==> src/rtl/pin_entry_ctrl_if.sv <==
// Purpose: signal bundle between the unlock-flow controller and its
//          neighbours (encoder/pushbutton front end in, seven_seg and
//          status indicators out).
// Ports:
//   enc            - free-running encoder count, wraps mod 16
//   pb_press_type  - one-cycle press event (0 none, 1 short, 2 long, 3 double)
//   display_value  - hex nibble for seven_seg
//   display_select - digit position for seven_seg
//   digit_idx      - digit currently being edited
//   unlocked / locked_out / err - status flags
//   fail_count     - consecutive failed attempts
interface pin_entry_ctrl_if;
  logic [3:0] enc;
  logic [2:0] pb_press_type;
  logic [3:0] display_value;
  logic [1:0] display_select;
  logic [1:0] digit_idx;
  logic       unlocked;
  logic       locked_out;
  logic       err;
  logic [1:0] fail_count;

  modport master (
    output enc, pb_press_type,
    input  display_value, display_select, digit_idx,
           unlocked, locked_out, err, fail_count
  );

  modport slave (
    input  enc, pb_press_type,
    output display_value, display_select, digit_idx,
           unlocked, locked_out, err, fail_count
  );
endinterface

==> src/rtl/pin_entry_ctrl.sv <==
// Purpose: turns encoder rotation and pushbutton presses into a hex PIN,
//          checks it against PIN_CODE and sequences open / fail / lockout.
// Ports:
//   clk  - system clock
//   rstn - synchronous active-low reset
//   bus  - pin_entry_ctrl_if.slave (encoder/press in, display/status out)
module pin_entry_ctrl #(
  parameter int unsigned NUM_DIGITS  = 4,
  parameter logic [15:0] PIN_CODE    = 16'hC5A7,
  parameter int unsigned MAX_FAIL    = 3,
  parameter logic [23:0] FAIL_HOLD   = 24'd6_000_000,
  parameter logic [23:0] LOCK_CYCLES = 24'd12_000_000
) (
  input logic             clk,
  input logic             rstn,
  pin_entry_ctrl_if.slave bus
);

  localparam int unsigned DW = 4;
  localparam int unsigned IW = 2;
  localparam int unsigned CW = 2;
  localparam int unsigned TW = 24;
  localparam int unsigned BW = 16;
  localparam logic [IW-1:0] LAST_IDX   = IW'(NUM_DIGITS - 1);
  localparam logic [CW-1:0] MAX_FAIL_C = CW'(MAX_FAIL);
  // only the top NUM_DIGITS nibbles of the code take part in the compare
  localparam logic [BW-1:0] PIN_MASK   = BW'(16'hFFFF << (4 * (4 - NUM_DIGITS)));

  typedef enum logic [2:0] {
    S_ENTRY,
    S_CHECK,
    S_FAIL,
    S_LOCKOUT,
    S_OPEN
  } state_e;

  state_e          state_q, state_d;
  logic [BW-1:0]   buf_q, buf_d;
  logic [IW-1:0]   digit_idx_q, digit_idx_d;
  logic [CW-1:0]   fail_count_q, fail_count_d;
  logic [TW-1:0]   timer_q, timer_d;
  logic [DW-1:0]   enc_base_q, enc_base_d;
  logic [DW-1:0]   display_value_q, display_value_d;
  logic [IW-1:0]   display_select_q, display_select_d;
  logic            unlocked_q, unlocked_d;
  logic            locked_out_q, locked_out_d;
  logic            err_q, err_d;

  logic [DW-1:0]   cur_digit;
  logic            press_short, press_long, press_double;

  assign cur_digit    = bus.enc - enc_base_q;
  assign press_short  = (bus.pb_press_type == 3'd1);
  assign press_long   = (bus.pb_press_type == 3'd2);
  assign press_double = (bus.pb_press_type == 3'd3);

  // next-state, datapath and registered-output values
  always_comb begin
    state_d          = state_q;
    buf_d            = buf_q;
    digit_idx_d      = digit_idx_q;
    fail_count_d     = fail_count_q;
    timer_d          = timer_q;
    enc_base_d       = enc_base_q;
    display_value_d  = '0;
    display_select_d = '0;
    unlocked_d       = 1'b0;
    locked_out_d     = 1'b0;
    err_d            = 1'b0;

    case (state_q)
      S_ENTRY: begin
        if (press_short) begin
          for (int unsigned i = 0; i < 4; i++) begin
            if (IW'(i) == digit_idx_q) buf_d[4*(3-i) +: 4] = cur_digit;
          end
          enc_base_d = bus.enc;
          if (digit_idx_q == LAST_IDX) state_d = S_CHECK;
          else                         digit_idx_d = digit_idx_q + 2'd1;
        end else if (press_long) begin
          buf_d       = '0;
          digit_idx_d = '0;
          enc_base_d  = bus.enc;
        end else if (press_double) begin
          if (digit_idx_q != '0) digit_idx_d = digit_idx_q - 2'd1;
          enc_base_d = bus.enc;
        end
      end

      S_CHECK: begin
        if (((buf_q ^ PIN_CODE) & PIN_MASK) == '0) begin
          fail_count_d = '0;
          state_d      = S_OPEN;
        end else if (({1'b0, fail_count_q} + 3'd1) == 3'(MAX_FAIL)) begin
          fail_count_d = MAX_FAIL_C;
          timer_d      = LOCK_CYCLES - 24'd1;
          state_d      = S_LOCKOUT;
        end else begin
          fail_count_d = fail_count_q + 2'd1;
          timer_d      = FAIL_HOLD - 24'd1;
          state_d      = S_FAIL;
        end
      end

      S_FAIL, S_LOCKOUT: begin
        if (timer_q == '0) begin
          buf_d       = '0;
          digit_idx_d = '0;
          enc_base_d  = bus.enc;
          state_d     = S_ENTRY;
          if (state_q == S_LOCKOUT) fail_count_d = '0;
        end else begin
          timer_d = timer_q - 24'd1;
        end
      end

      S_OPEN: begin
        if (press_long) begin
          buf_d       = '0;
          digit_idx_d = '0;
          enc_base_d  = bus.enc;
          state_d     = S_ENTRY;
        end
      end

      default: state_d = S_ENTRY;
    endcase

    // outputs follow the state being entered so status flips with the transition
    case (state_d)
      S_ENTRY: begin
        display_value_d  = bus.enc - enc_base_d;
        display_select_d = digit_idx_d;
      end
      S_FAIL: begin
        display_value_d = 4'hE;
        err_d           = 1'b1;
      end
      S_LOCKOUT: begin
        display_value_d = 4'hF;
        locked_out_d    = 1'b1;
      end
      S_OPEN:  unlocked_d = 1'b1;
      default: ;
    endcase
  end

  // state and output registers
  always_ff @(posedge clk) begin
    if (!rstn) begin
      state_q          <= S_ENTRY;
      buf_q            <= '0;
      digit_idx_q      <= '0;
      fail_count_q     <= '0;
      timer_q          <= '0;
      enc_base_q       <= bus.enc;
      display_value_q  <= '0;
      display_select_q <= '0;
      unlocked_q       <= 1'b0;
      locked_out_q     <= 1'b0;
      err_q            <= 1'b0;
    end else begin
      state_q          <= state_d;
      buf_q            <= buf_d;
      digit_idx_q      <= digit_idx_d;
      fail_count_q     <= fail_count_d;
      timer_q          <= timer_d;
      enc_base_q       <= enc_base_d;
      display_value_q  <= display_value_d;
      display_select_q <= display_select_d;
      unlocked_q       <= unlocked_d;
      locked_out_q     <= locked_out_d;
      err_q            <= err_d;
    end
  end

  assign bus.display_value  = display_value_q;
  assign bus.display_select = display_select_q;
  assign bus.digit_idx      = digit_idx_q;
  assign bus.unlocked       = unlocked_q;
  assign bus.locked_out     = locked_out_q;
  assign bus.err            = err_q;
  assign bus.fail_count     = fail_count_q;

endmodule

==> src/flat_wrapper.sv <==
// flat-port wrapper written by rule: the top's interface ports become plain ports
module pin_entry_ctrl_flat 
#(
  parameter int unsigned NUM_DIGITS  = 4,
  parameter logic [15:0] PIN_CODE    = 16'hC5A7,
  parameter int unsigned MAX_FAIL    = 3,
  parameter logic [23:0] FAIL_HOLD   = 24'd6_000_000,
  parameter logic [23:0] LOCK_CYCLES = 24'd12_000_000
)
  (clk, rstn, bus_enc, bus_pb_press_type, bus_display_value, bus_display_select, bus_digit_idx, bus_unlocked, bus_locked_out, bus_err, bus_fail_count);
  pin_entry_ctrl_if bus_i ();
  input logic clk;
  input logic rstn;
  input wire logic [$bits(bus_i.enc)-1:0] bus_enc;
  input wire logic [$bits(bus_i.pb_press_type)-1:0] bus_pb_press_type;
  output wire logic [$bits(bus_i.display_value)-1:0] bus_display_value;
  output wire logic [$bits(bus_i.display_select)-1:0] bus_display_select;
  output wire logic [$bits(bus_i.digit_idx)-1:0] bus_digit_idx;
  output wire logic [$bits(bus_i.unlocked)-1:0] bus_unlocked;
  output wire logic [$bits(bus_i.locked_out)-1:0] bus_locked_out;
  output wire logic [$bits(bus_i.err)-1:0] bus_err;
  output wire logic [$bits(bus_i.fail_count)-1:0] bus_fail_count;
  assign bus_i.enc = bus_enc;
  assign bus_i.pb_press_type = bus_pb_press_type;
  assign bus_display_value = bus_i.display_value;
  assign bus_display_select = bus_i.display_select;
  assign bus_digit_idx = bus_i.digit_idx;
  assign bus_unlocked = bus_i.unlocked;
  assign bus_locked_out = bus_i.locked_out;
  assign bus_err = bus_i.err;
  assign bus_fail_count = bus_i.fail_count;
  pin_entry_ctrl #(.NUM_DIGITS(NUM_DIGITS), .PIN_CODE(PIN_CODE), .MAX_FAIL(MAX_FAIL), .FAIL_HOLD(FAIL_HOLD), .LOCK_CYCLES(LOCK_CYCLES)) u_core (.clk(clk), .rstn(rstn), .bus(bus_i));
endmodule
==> config.mk <==
export PLATFORM = sky130hd
export DESIGN_NAME = pin_entry_ctrl_flat
export DESIGN_NICKNAME = d
export VERILOG_FILES = /design/src/rtl/pin_entry_ctrl_if.sv /design/src/rtl/pin_entry_ctrl.sv /design/src/flat_wrapper.sv
export SDC_FILE = /design/constraint.sdc
export NUM_CORES = 1
export LEC_CHECK = 0
export CORE_UTILIZATION = 63
export CTS_BUF_LIST = sky130_fd_sc_hd__clkbuf_4 sky130_fd_sc_hd__clkbuf_8
export DETAILED_ROUTE_END_ITERATION = 10
export HOLD_SLACK_MARGIN = 0.12
export MAX_ROUTING_LAYER = met4
export PLACE_DENSITY = 0.86
export SYNTH_ARGS = -nofsm -noshare
export SYNTH_HDL_FRONTEND = slang
export SYNTH_SLANG_ARGS = --single-unit
==> constraint.sdc <==
create_clock -name clk -period 4.1 [get_ports clk]
set_input_delay 0.82 -clock clk [delete_from_list [all_inputs] [get_ports clk]]
set_output_delay 0.82 -clock clk [all_outputs]
set_load 0.02 [all_outputs]
[Yosys cells after proc, flatten, opt, wreduce, memory -nomap -nowiden]
Index checks and enable logic that the tools add are counted.
Widths: inputs -> output; s select.
Cells by class
  equal/unequal tests: 23
  muxes and demuxes: 43
  reduce and logical (&&, ||, !) cells: 16
  bitwise operators: 1
  $add $sub $neg: 7
Operators by type and width (count)
  $mux 24: 3
  $mux 16: 3
  $pmux 16 s3: 1
  $pmux 24 s2: 1
  $mux 4: 10
  $logic_not 24->1: 1
  $pmux 4 s3: 2
  $sub 24x1->24 const B: 1
  $mux 2: 11
  $eq 3x2->1 const B: 7
  $reduce_and 3->1: 6
  $logic_not 16->1: 1
  $mux 3: 5
  $ne 3x3->1 const B: 4
  $pmux 3 s4: 1
  $not 9->9: 1
  $sub 4x4->4: 2
  $eq 3x1->1 const B: 2
  $eq 3x3->1 const B: 2
  $logic_not 3->1: 2
  $pmux 2 s3: 1
  $add 2x1->2 const B: 2
  $eq 2x2->1 const A: 2
  $mux 1: 4
  12 further kinds: 15
Storage, ports and cells
  bits in registers: 60
  input port bits: 9
  word-level logic and storage cells: 104
  output and inout port bits: 13

[Depth between registers and ports, before layout]
  depth after elaboration: 7
  depth in mapped cells: 12
  gate-level depth less buffers: 12

[Worst setup path after synthesis]
Ideal clock, no wire load.
  kind: input to register
  start point: input bus_pb_press_type[2]
  end point: register u_core.display_value_q[1] (netlist: u_core.bus.display_value[1])
  data arrival time: 2544 ps
  library setup time: 129 ps
  setup slack: 1427 ps
  buffers on the path: 0
  stages: 9
  data required time: 3971 ps
  cells stage by stage: or3_1 -> a21oi_1 -> a31o_2 -> mux2_2 -> ha_1 -> inv_1 -> fa_1 -> nand2_1 -> a31oi_1
On the way
  cells in the longest elaborated chain, start to end: 7
  elaborated cells on any way between the ends: 16
  classes of those cells: add/sub (1); eq/ne (5); mux (9); reduce/logical (1)
RTL lines
  start: declaration: line flat_wrapper.sv:15  | input wire logic [$bits(bus_i.pb_press_type)-1:0] bus_pb_press_type;
  $eq 3x2->1: line pin_entry_ctrl.sv:55  | assign press_double = (bus.pb_press_type == 3'd3);
  $mux 4: line pin_entry_ctrl.sv:84  | end else if (press_double) begin
  $mux 4: line pin_entry_ctrl.sv:80  | end else if (press_long) begin
  $mux 4: line pin_entry_ctrl.sv:73  | if (press_short) begin
  $pmux 4 s3: line pin_entry_ctrl.sv:71  | case (state_q)
  $sub 4x4->4: line pin_entry_ctrl.sv:132  | display_value_d = bus.enc - enc_base_d;
  $pmux 4 s3 *: line pin_entry_ctrl.sv:130  | case (state_d)
  end signal: assignment: line pin_entry_ctrl.sv:169  | display_value_q <= display_value_d;
  end: declaration: line pin_entry_ctrl.sv:43  | logic [DW-1:0] display_value_q, display_value_d;
Mark *: on every way between the ends. The rest lies on a longest branch, timed or not.
A chain may end at the register's enable or synchronous reset.

[Worst setup path in the final report]
  start point: register u_core.timer_q[0]
  end point: register u_core.display_value_q[1] (netlist: u_core.bus.display_value[1])
On the way
  cells in the longest elaborated chain, start to end: 5
  elaborated cells on any way between the ends: 10
  classes of those cells: add/sub (1); eq/ne (2); mux (5); reduce/logical (2)
RTL lines
  start: declaration: line pin_entry_ctrl.sv:41  | logic [TW-1:0] timer_q, timer_d;
  start signal: assignment: line pin_entry_ctrl.sv:167  | timer_q <= timer_d;
  $logic_not 24->1 *: line pin_entry_ctrl.sv:106  | if (timer_q == '0) begin
  $mux 4 or $mux 3 (tied branches): line pin_entry_ctrl.sv:106
  $pmux 4 s3 or $pmux 3 s4 (tied branches): line pin_entry_ctrl.sv:71
  $sub 4x4->4, or another cell as far along: line pin_entry_ctrl.sv:132
  $pmux 4 s3 *: line pin_entry_ctrl.sv:130
Marks and branches as above.

==> qor.yml <==
cts-resized-gates: 0
dieHeight_um: 74.3
cts_max_path_buffers: 2
worst-r2r-setup-slack_ps: 910
cts_sinks: 60
path_max_fanout: 12
ios: 22
min_period_ps: 3190
setup_violations: 0
p_per_area_mw_per_mm2: 330
grtUsageTotal: 0.342
final_area_sq_mm: 0.00368
hold_viol_final: 0
htreeDepth: 3
final.setup_skew_ps: 5.80
yosysTopAreaCell: "dfxtp_1"
outcome: "finished clean"
max_slew_margin: 0.352
routedWlPerCell_um: 17.6
netlist_area_sq_mm: 0.00329
antenna_found_initial: 0
start_util: 0.674
avgSynthCellArea_sq_um: 8.52
grt-ovfl-total: 0
vias: 3215
ys.flop_type: "dfxtp_1"
diodes: 0
gp_congestion: 0.895
maxSlewViolCount: 0
cts_buffers: 9
cts-root-buf: "clkbuf_8"
synth.top_cell.area_share: 0.365
cp-start-kind: "register"
syn_nets: 405
seq_area_frac_synth: 0.365
chipWidth_um: 74.3
min_period_over_period: 0.778
tritoncts: "built"
dpl_cell_area_sq_mm: 0.00351
max_freq_mhz: 314
final_nets: 420
yosysWarnings: 0
cap_violations: 0
worstMarginPinSlew_ps: 972
drt_iter0_markers: 337
drive_gt1_frac: 0.109
ant_nets: 0
post-route-drc-count: 0
core_area_sq_mm: 0.00488
firstDrtPassIters: 6
ys_seq_elements: 60
hold_class: "reg -> reg"
cts_setup_buffers: 0
numPortBuffers: 21
synth_cells: 386
end_kind: "register"
synth_enable_flop_cells: 0
path_class: "reg -> reg"
ys_top_cells_by_area: "dfxtp_1 37%, nor3_1 5.3%, a21oi_1 4.6%, nand2_1 3.2%, a22o_1 3.2%"
dp_hpwl_mm: 5.66
synth_cell_types: 65
cp.arrival_ps: 3390
rsz0062_at_grt: "no"
areaGrowthSynthToFinish_pct: 11.8
fin_setup_tns_ps: 0
dieArea_sq_mm: 0.00551
grt_first_pass_wirelength_mm: 13.8
fillers: 397
clk_pin_slew_ps: 70
ir_drop_mv: 0.168
totalWireLength_mm: 8.30
clk_latency_ps: 340
grt_max_degree: 34
postCtsHoldBufs: 0
grt_pass1_vias: 2930
async_reset_ff_frac: 0
required_ps: 4300
avgViaCountPerCell: 6.81
p_leak_nw: 1.37
num_rows: 25
## critical path, stage by stage (launching register included)
cell     delay [ps]
dfxtp_1         350
inv_1            80
ha_1            190
nor3b_2         450
and4_2          510
a31o_2          280
mux2_2          350
ha_1            180
inv_1            90
fa_1            420
nand2_1          70
a31oi_1          90
## synth_stat cells (all sizes together), types with 2 or more instances
master	n
ha	8
fa	2
a31oi	11
clkbuf	12
or3	3
nor3b	3
or3b	3
xor2	5
nor4	17
a32oi	3
nor3	36
o41a	5
buf	11
o31ai	4
o21ai	13
a211oi	7
and4	2
a22o	12
o32ai	5
or4	6
nand2b	8
mux2	3
a2111oi	3
and2	3
nor2	21
nand4	5
a21oi	31
nand2	29
o21a	2
xnor2	4
inv	16
dfxtp	60
nand3	6
nand4b	3
nor2b	4
o2111ai	2
## power by group
part	internal, W	switching, W	total [W]
logic	0.0000655	0.0000725	0.000138
registers	0.000603	0.0000121	0.000615
clock network	0.000233	0.000227	0.000461
## path summary, 6_finish.rpt
path                            cells after the start                                endpoint                            from
worst min-delay path                                1           u_core.buf_q[13]$_SDFFE_PN0P_   u_core.buf_q[13]$_SDFFE_PN0P_
worst max-delay path                               11  u_core.bus.display_value[1]$_SDFF_PN0_  u_core.timer_q[0]$_SDFFE_PN0P_
worst max register to register                     11  u_core.bus.display_value[1]$_SDFF_PN0_  u_core.timer_q[0]$_SDFFE_PN0P_
worst min register to register                      1           u_core.buf_q[13]$_SDFFE_PN0P_   u_core.buf_q[13]$_SDFFE_PN0P_
## flip-flops by register name (all words and copies together), names as in the netlist, 2 cells and up
register,count
u_core.bus.display_select,2
u_core.timer_q,24
u_core.bus.display_value,4
u_core.bus.fail_count,2
u_core.enc_base_q,4
u_core.state_q,3
u_core.bus.digit_idx,2
u_core.buf_q,16
## stage by stage
stage               hold slack (ps)  total power [W]  instances  setup WS (ps)  utilization
CTS                             469          0.00121        472            931        0.753
detailed placement              451         0.000763        457            623        0.720
floorplan                       434         0.000716        386           1430            -
global placement                451         0.000756        457            748        0.720
finish                          475          0.00121        472            910        0.753
global route                    482          0.00126        472            713        0.753
## cells by family (layout without fill, tap and decap cells)
group / after synthesis / in the layout / synth area share
and+or+nand+nor: 153 / 153 / 0.266
AOI/OAI and AO/OA: 110 / 110 / 0.234
DFF: 60 / 60 / 0.365
buffers and inverters: 40 / 59 / 0.0552
adders and majority gates: 10 / 10 / 0.0426
xor gates and xnor gates: 9 / 9 / 0.0240
muxes: 4 / 4 / 0.0133
## layout make-up
type	count	area, sq um	share of cell area
clock buffers	12	146	0.0398
clock inverters	3	15.0	0.00408
inverters	16	60.1	0.0163
flip-flops and latches	60	1200	0.327
repair buffers	28	263	0.0715
multi-input cells	286	1910	0.519
well taps	67	83.8	0.0228
## metal layers
layer	GRT usage	wire length, um
met5	-	0
met4	0.134	172
met3	0.0921	759
met2	0.525	3880
met1	0.430	3490
## cells in the final DEF (no fill, tap or decap), types with 4 or more instances in the layout
| master | n |
|---|---|
| nor3_1 | 35 |
| or4_1 | 5 |
| clkbuf_8 | 9 |
| nand2b_1 | 8 |
| nor2b_1 | 4 |
| nor2_1 | 21 |
| o31ai_1 | 4 |
| a22o_1 | 12 |
| ha_1 | 8 |
| o41a_1 | 5 |
| xnor2_1 | 4 |
| buf_4 | 7 |
| nor4_1 | 14 |
| o21ai_0 | 11 |
| nand4_1 | 5 |
| inv_1 | 16 |
| a21oi_1 | 30 |
| dfxtp_1 | 60 |
| clkdlybuf4s50_1 | 21 |
| xor2_1 | 5 |
| a31oi_1 | 11 |
| a211oi_1 | 7 |
| nand2_1 | 28 |
| o32ai_1 | 5 |
| nand3_1 | 6 |
Note: power is estimated with default switching activity, not from simulation.
==> RTL edit: new RTL, same settings <==
`LOCK_CYCLES` is set to 24'd12_000_000 in 2 places; all go to 24'd9000000.
--- a/src/rtl/pin_entry_ctrl.sv
+++ b/src/rtl/pin_entry_ctrl.sv
@@ -9,7 +9,7 @@
   parameter logic [15:0] PIN_CODE    = 16'hC5A7,
   parameter int unsigned MAX_FAIL    = 3,
   parameter logic [23:0] FAIL_HOLD   = 24'd6_000_000,
-  parameter logic [23:0] LOCK_CYCLES = 24'd12_000_000
+  parameter logic [23:0] LOCK_CYCLES = 24'd9000000
 ) (
   input logic             clk,
   input logic             rstn,
--- a/src/flat_wrapper.sv
+++ b/src/flat_wrapper.sv
@@ -5,7 +5,7 @@
   parameter logic [15:0] PIN_CODE    = 16'hC5A7,
   parameter int unsigned MAX_FAIL    = 3,
   parameter logic [23:0] FAIL_HOLD   = 24'd6_000_000,
-  parameter logic [23:0] LOCK_CYCLES = 24'd12_000_000
+  parameter logic [23:0] LOCK_CYCLES = 24'd9000000
 )
   (clk, rstn, bus_enc, bus_pb_press_type, bus_display_value, bus_display_select, bus_digit_idx, bus_unlocked, bus_locked_out, bus_err, bus_fail_count);
   pin_entry_ctrl_if bus_i ();
Check against the original RTL: no difference found for any inputs over 10 cycles, from zero or initial values and one cycle with rstn low; that may be too few to reach the edited logic, so the function may still have changed.
==> RTL edit against the unedited design <==
Area after synthesis decreased by 3.5%; total power increased by 7.5%; final cell count decreased by 4.2%; cell area decreased by 0.95%; clock skew increased by 6.8 ps; highest routed layer unchanged; sequential cell count unchanged; largest cell class unchanged; die area decreased by 3.4%; sequential share of layout area increased by 0.31 points; worst hold slack improved by 7.5 ps; setup slack got worse by 29 ps; clock power increased by 21%; routed wire length decreased by 8.1%; critical path depth increased by 1; sequential power about the same.
==> RTL edit: results (changes against the unedited design) <==
stage;metric;value;unit;change
global_route;antenna_found_initial;0;;unchanged
worst_setup_path;critPathCapture;u_core.bus.display_value[2]$_SDFF_PN0_;;
global_route;grt_max_degree;25;;-26%
worst_setup_path;ff2ff_path_depth;12;;+1
final_layout;largest_reg_flops;24;;unchanged
placement;port_buffers;21;;unchanged
cts;clkTransAtPathRegs;80;ps;
yosys;synth_nets;379;;-6.4%
yosys;ys_seq_area_share;37.8;%;+1.3 points
global_route;grt_pass1_wl;12.8;mm;-7.2%
worst_setup_path;cp.arrival;3420;ps;+30 ps
yosys;synth_common_cells;dfxtp_1, nor2_1, nand2_1;;
global_route;overflow;0;;unchanged
final_layout;fin_nets;399;;-5.0%
yosys;synth_cell_types;59;;-9.2%
global_route;track_usage;32.8;%;-1.4 points
hold_path;hold_class;flip-flop to flip-flop;;
final_layout;drive_above_1_share;10.6;%;-0.21 points
detailed_routing;firstDrtPassIters;6;;unchanged
yosys;synthFlopType;dfxtp_1;;
cts;clockBufferDepth;2;;unchanged
power_and_ir_drop;ir_drop;0.000262;V;+56%
sta;worst_pin_slew;987;ps;+15.3 ps
cts;post_cts_buffers;0;;unchanged
placement;place_congestion;0.870;;-2.9%
worst_setup_path;r2r_end;u_core.bus.display_value[2]$_SDFF_PN0_;;
placement;dp_hpwl;5.30;mm;-6.3%
cts;cts_htree_levels;3;;unchanged
cts;cts_resized;0;;unchanged
run_status;status;finished, final reports clean;;
power_and_ir_drop;swShare;25.2;%;-0.53 points
detailed_routing;routed_wirelength;7.63;mm;-8.1%
placement;placed_cell_area;3430;um2;-2.4%
final_layout;reg.largest.list;u_core.timer_q: 24 flops, u_core.buf_q: 16 flops;;
worst_setup_path;crit_fanout;13;;+1
sta;skew;12.6;ps;+6.76 ps
cts;clock_latency;340;ps;about the same
worst_setup_path;r2r_slack;880;ps;-30 ps
detailed_routing;drt_iter0_drc;284;;-16%
yosys;synth_area_leaders;dfxtp_1, a32o_1, a21oi_1;;
worst_setup_path;critPathLaunch;u_core.timer_q[0]$_SDFFE_PN0P_;;
cts;ctsRootBufferMaster;clkbuf_8;;
global_route;grt_pass1_vias;2809;;-4.1%
power_and_ir_drop;leakage;0.00139;uW;+1.4%
yosys;ys_warn_count;0;;unchanged
final_layout;n_antenna_cell;0;;unchanged
detailed_routing;vias_per_cell;6.41;;-5.8%
==> RTL edit: cell count changes after synthesis, moves of 9 or more <==
cell | unedited run | this run
a22o_1 | 12 | 0
a32o_1 | 1 | 16
nor2_1 | 21 | 37
nor3_1 | 35 | 10
o21ai_0 | 11 | 21
xnor2_1 | 4 | 13
==> RTL edit: worst min-delay path by stage <==
stage	slack, ps	endpoint	from	cells after the start
detailed placement	480	u_core.timer_q[14]$_SDFFE_PN0P_	u_core.timer_q[14]$_SDFFE_PN0P_	2
global placement	460	u_core.timer_q[14]$_SDFFE_PN0P_	u_core.timer_q[14]$_SDFFE_PN0P_	2
global route	520	u_core.buf_q[15]$_SDFFE_PN0P_	u_core.buf_q[15]$_SDFFE_PN0P_	1
finish	480	u_core.timer_q[14]$_SDFFE_PN0P_	u_core.timer_q[14]$_SDFFE_PN0P_	2
CTS	480	u_core.timer_q[14]$_SDFFE_PN0P_	u_core.timer_q[14]$_SDFFE_PN0P_	2
floorplan	450	u_core.timer_q[14]$_SDFFE_PN0P_	u_core.timer_q[14]$_SDFFE_PN0P_	2
==> RTL edit: final cells by class <==
class,count,area [um2]
fillers,358,1140
flip-flops and latches,60,1200
inverters,15,56.3
multi-input cells,269,1850
clock inverters,5,60.1
clock buffers,11,151
well taps,67,83.8
repair buffers,25,240
==> RTL edit: power by group through the flow <==
stage	sequential, uW	clock, uW	combinational, uW
after floorplan	632	0	77.6
after global placement	626	0	127
after detailed placement	626	0	132
after CTS	613	567	133
after global routing	616	596	145
final	614	560	131
==> RTL edit: critical path, stage by stage, from the launching register on <==
cell and delay (ps):
dfxtp_1 350, inv_1 110, ha_1 210, nor2b_1 340, nand3_2 380, o41a_1 540, o21ai_0 210, ha_1 160
inv_1 60, fa_1 370, xor2_1 150, a21oi_1 130, nor2_1 50
==> RTL edit: kinds of logic after synthesis <==
kind of cell | synth area share (%)
xor+xnor | 4.41
mux | 1.02
buf+inv | 3.94
compound gates | 24.7
simple gates | 23.7
flops | 37.8
fa+ha+maj | 4.41
==> RTL edit: metal layers <==
metal	vias to the layer above	routed length [um]	GRT usage, %
met2	123	3860	54.9
met1	1404	3150	37.1
met3	14	501	8.84
met5	-	0	-
li1	1358	-	-
met4	0	114	13.1
==> RTL edit: metrics by stage <==
stage	util [%]	setup WS [ps]	total power, uW	cells
after floorplan	-	1510	710	360
after global placement	71.7	837	752	436
after detailed placement	71.7	744	758	436
after CTS	76.1	938	1310	452
after global routing	76.1	716	1360	452
final	76.1	881	1300	452
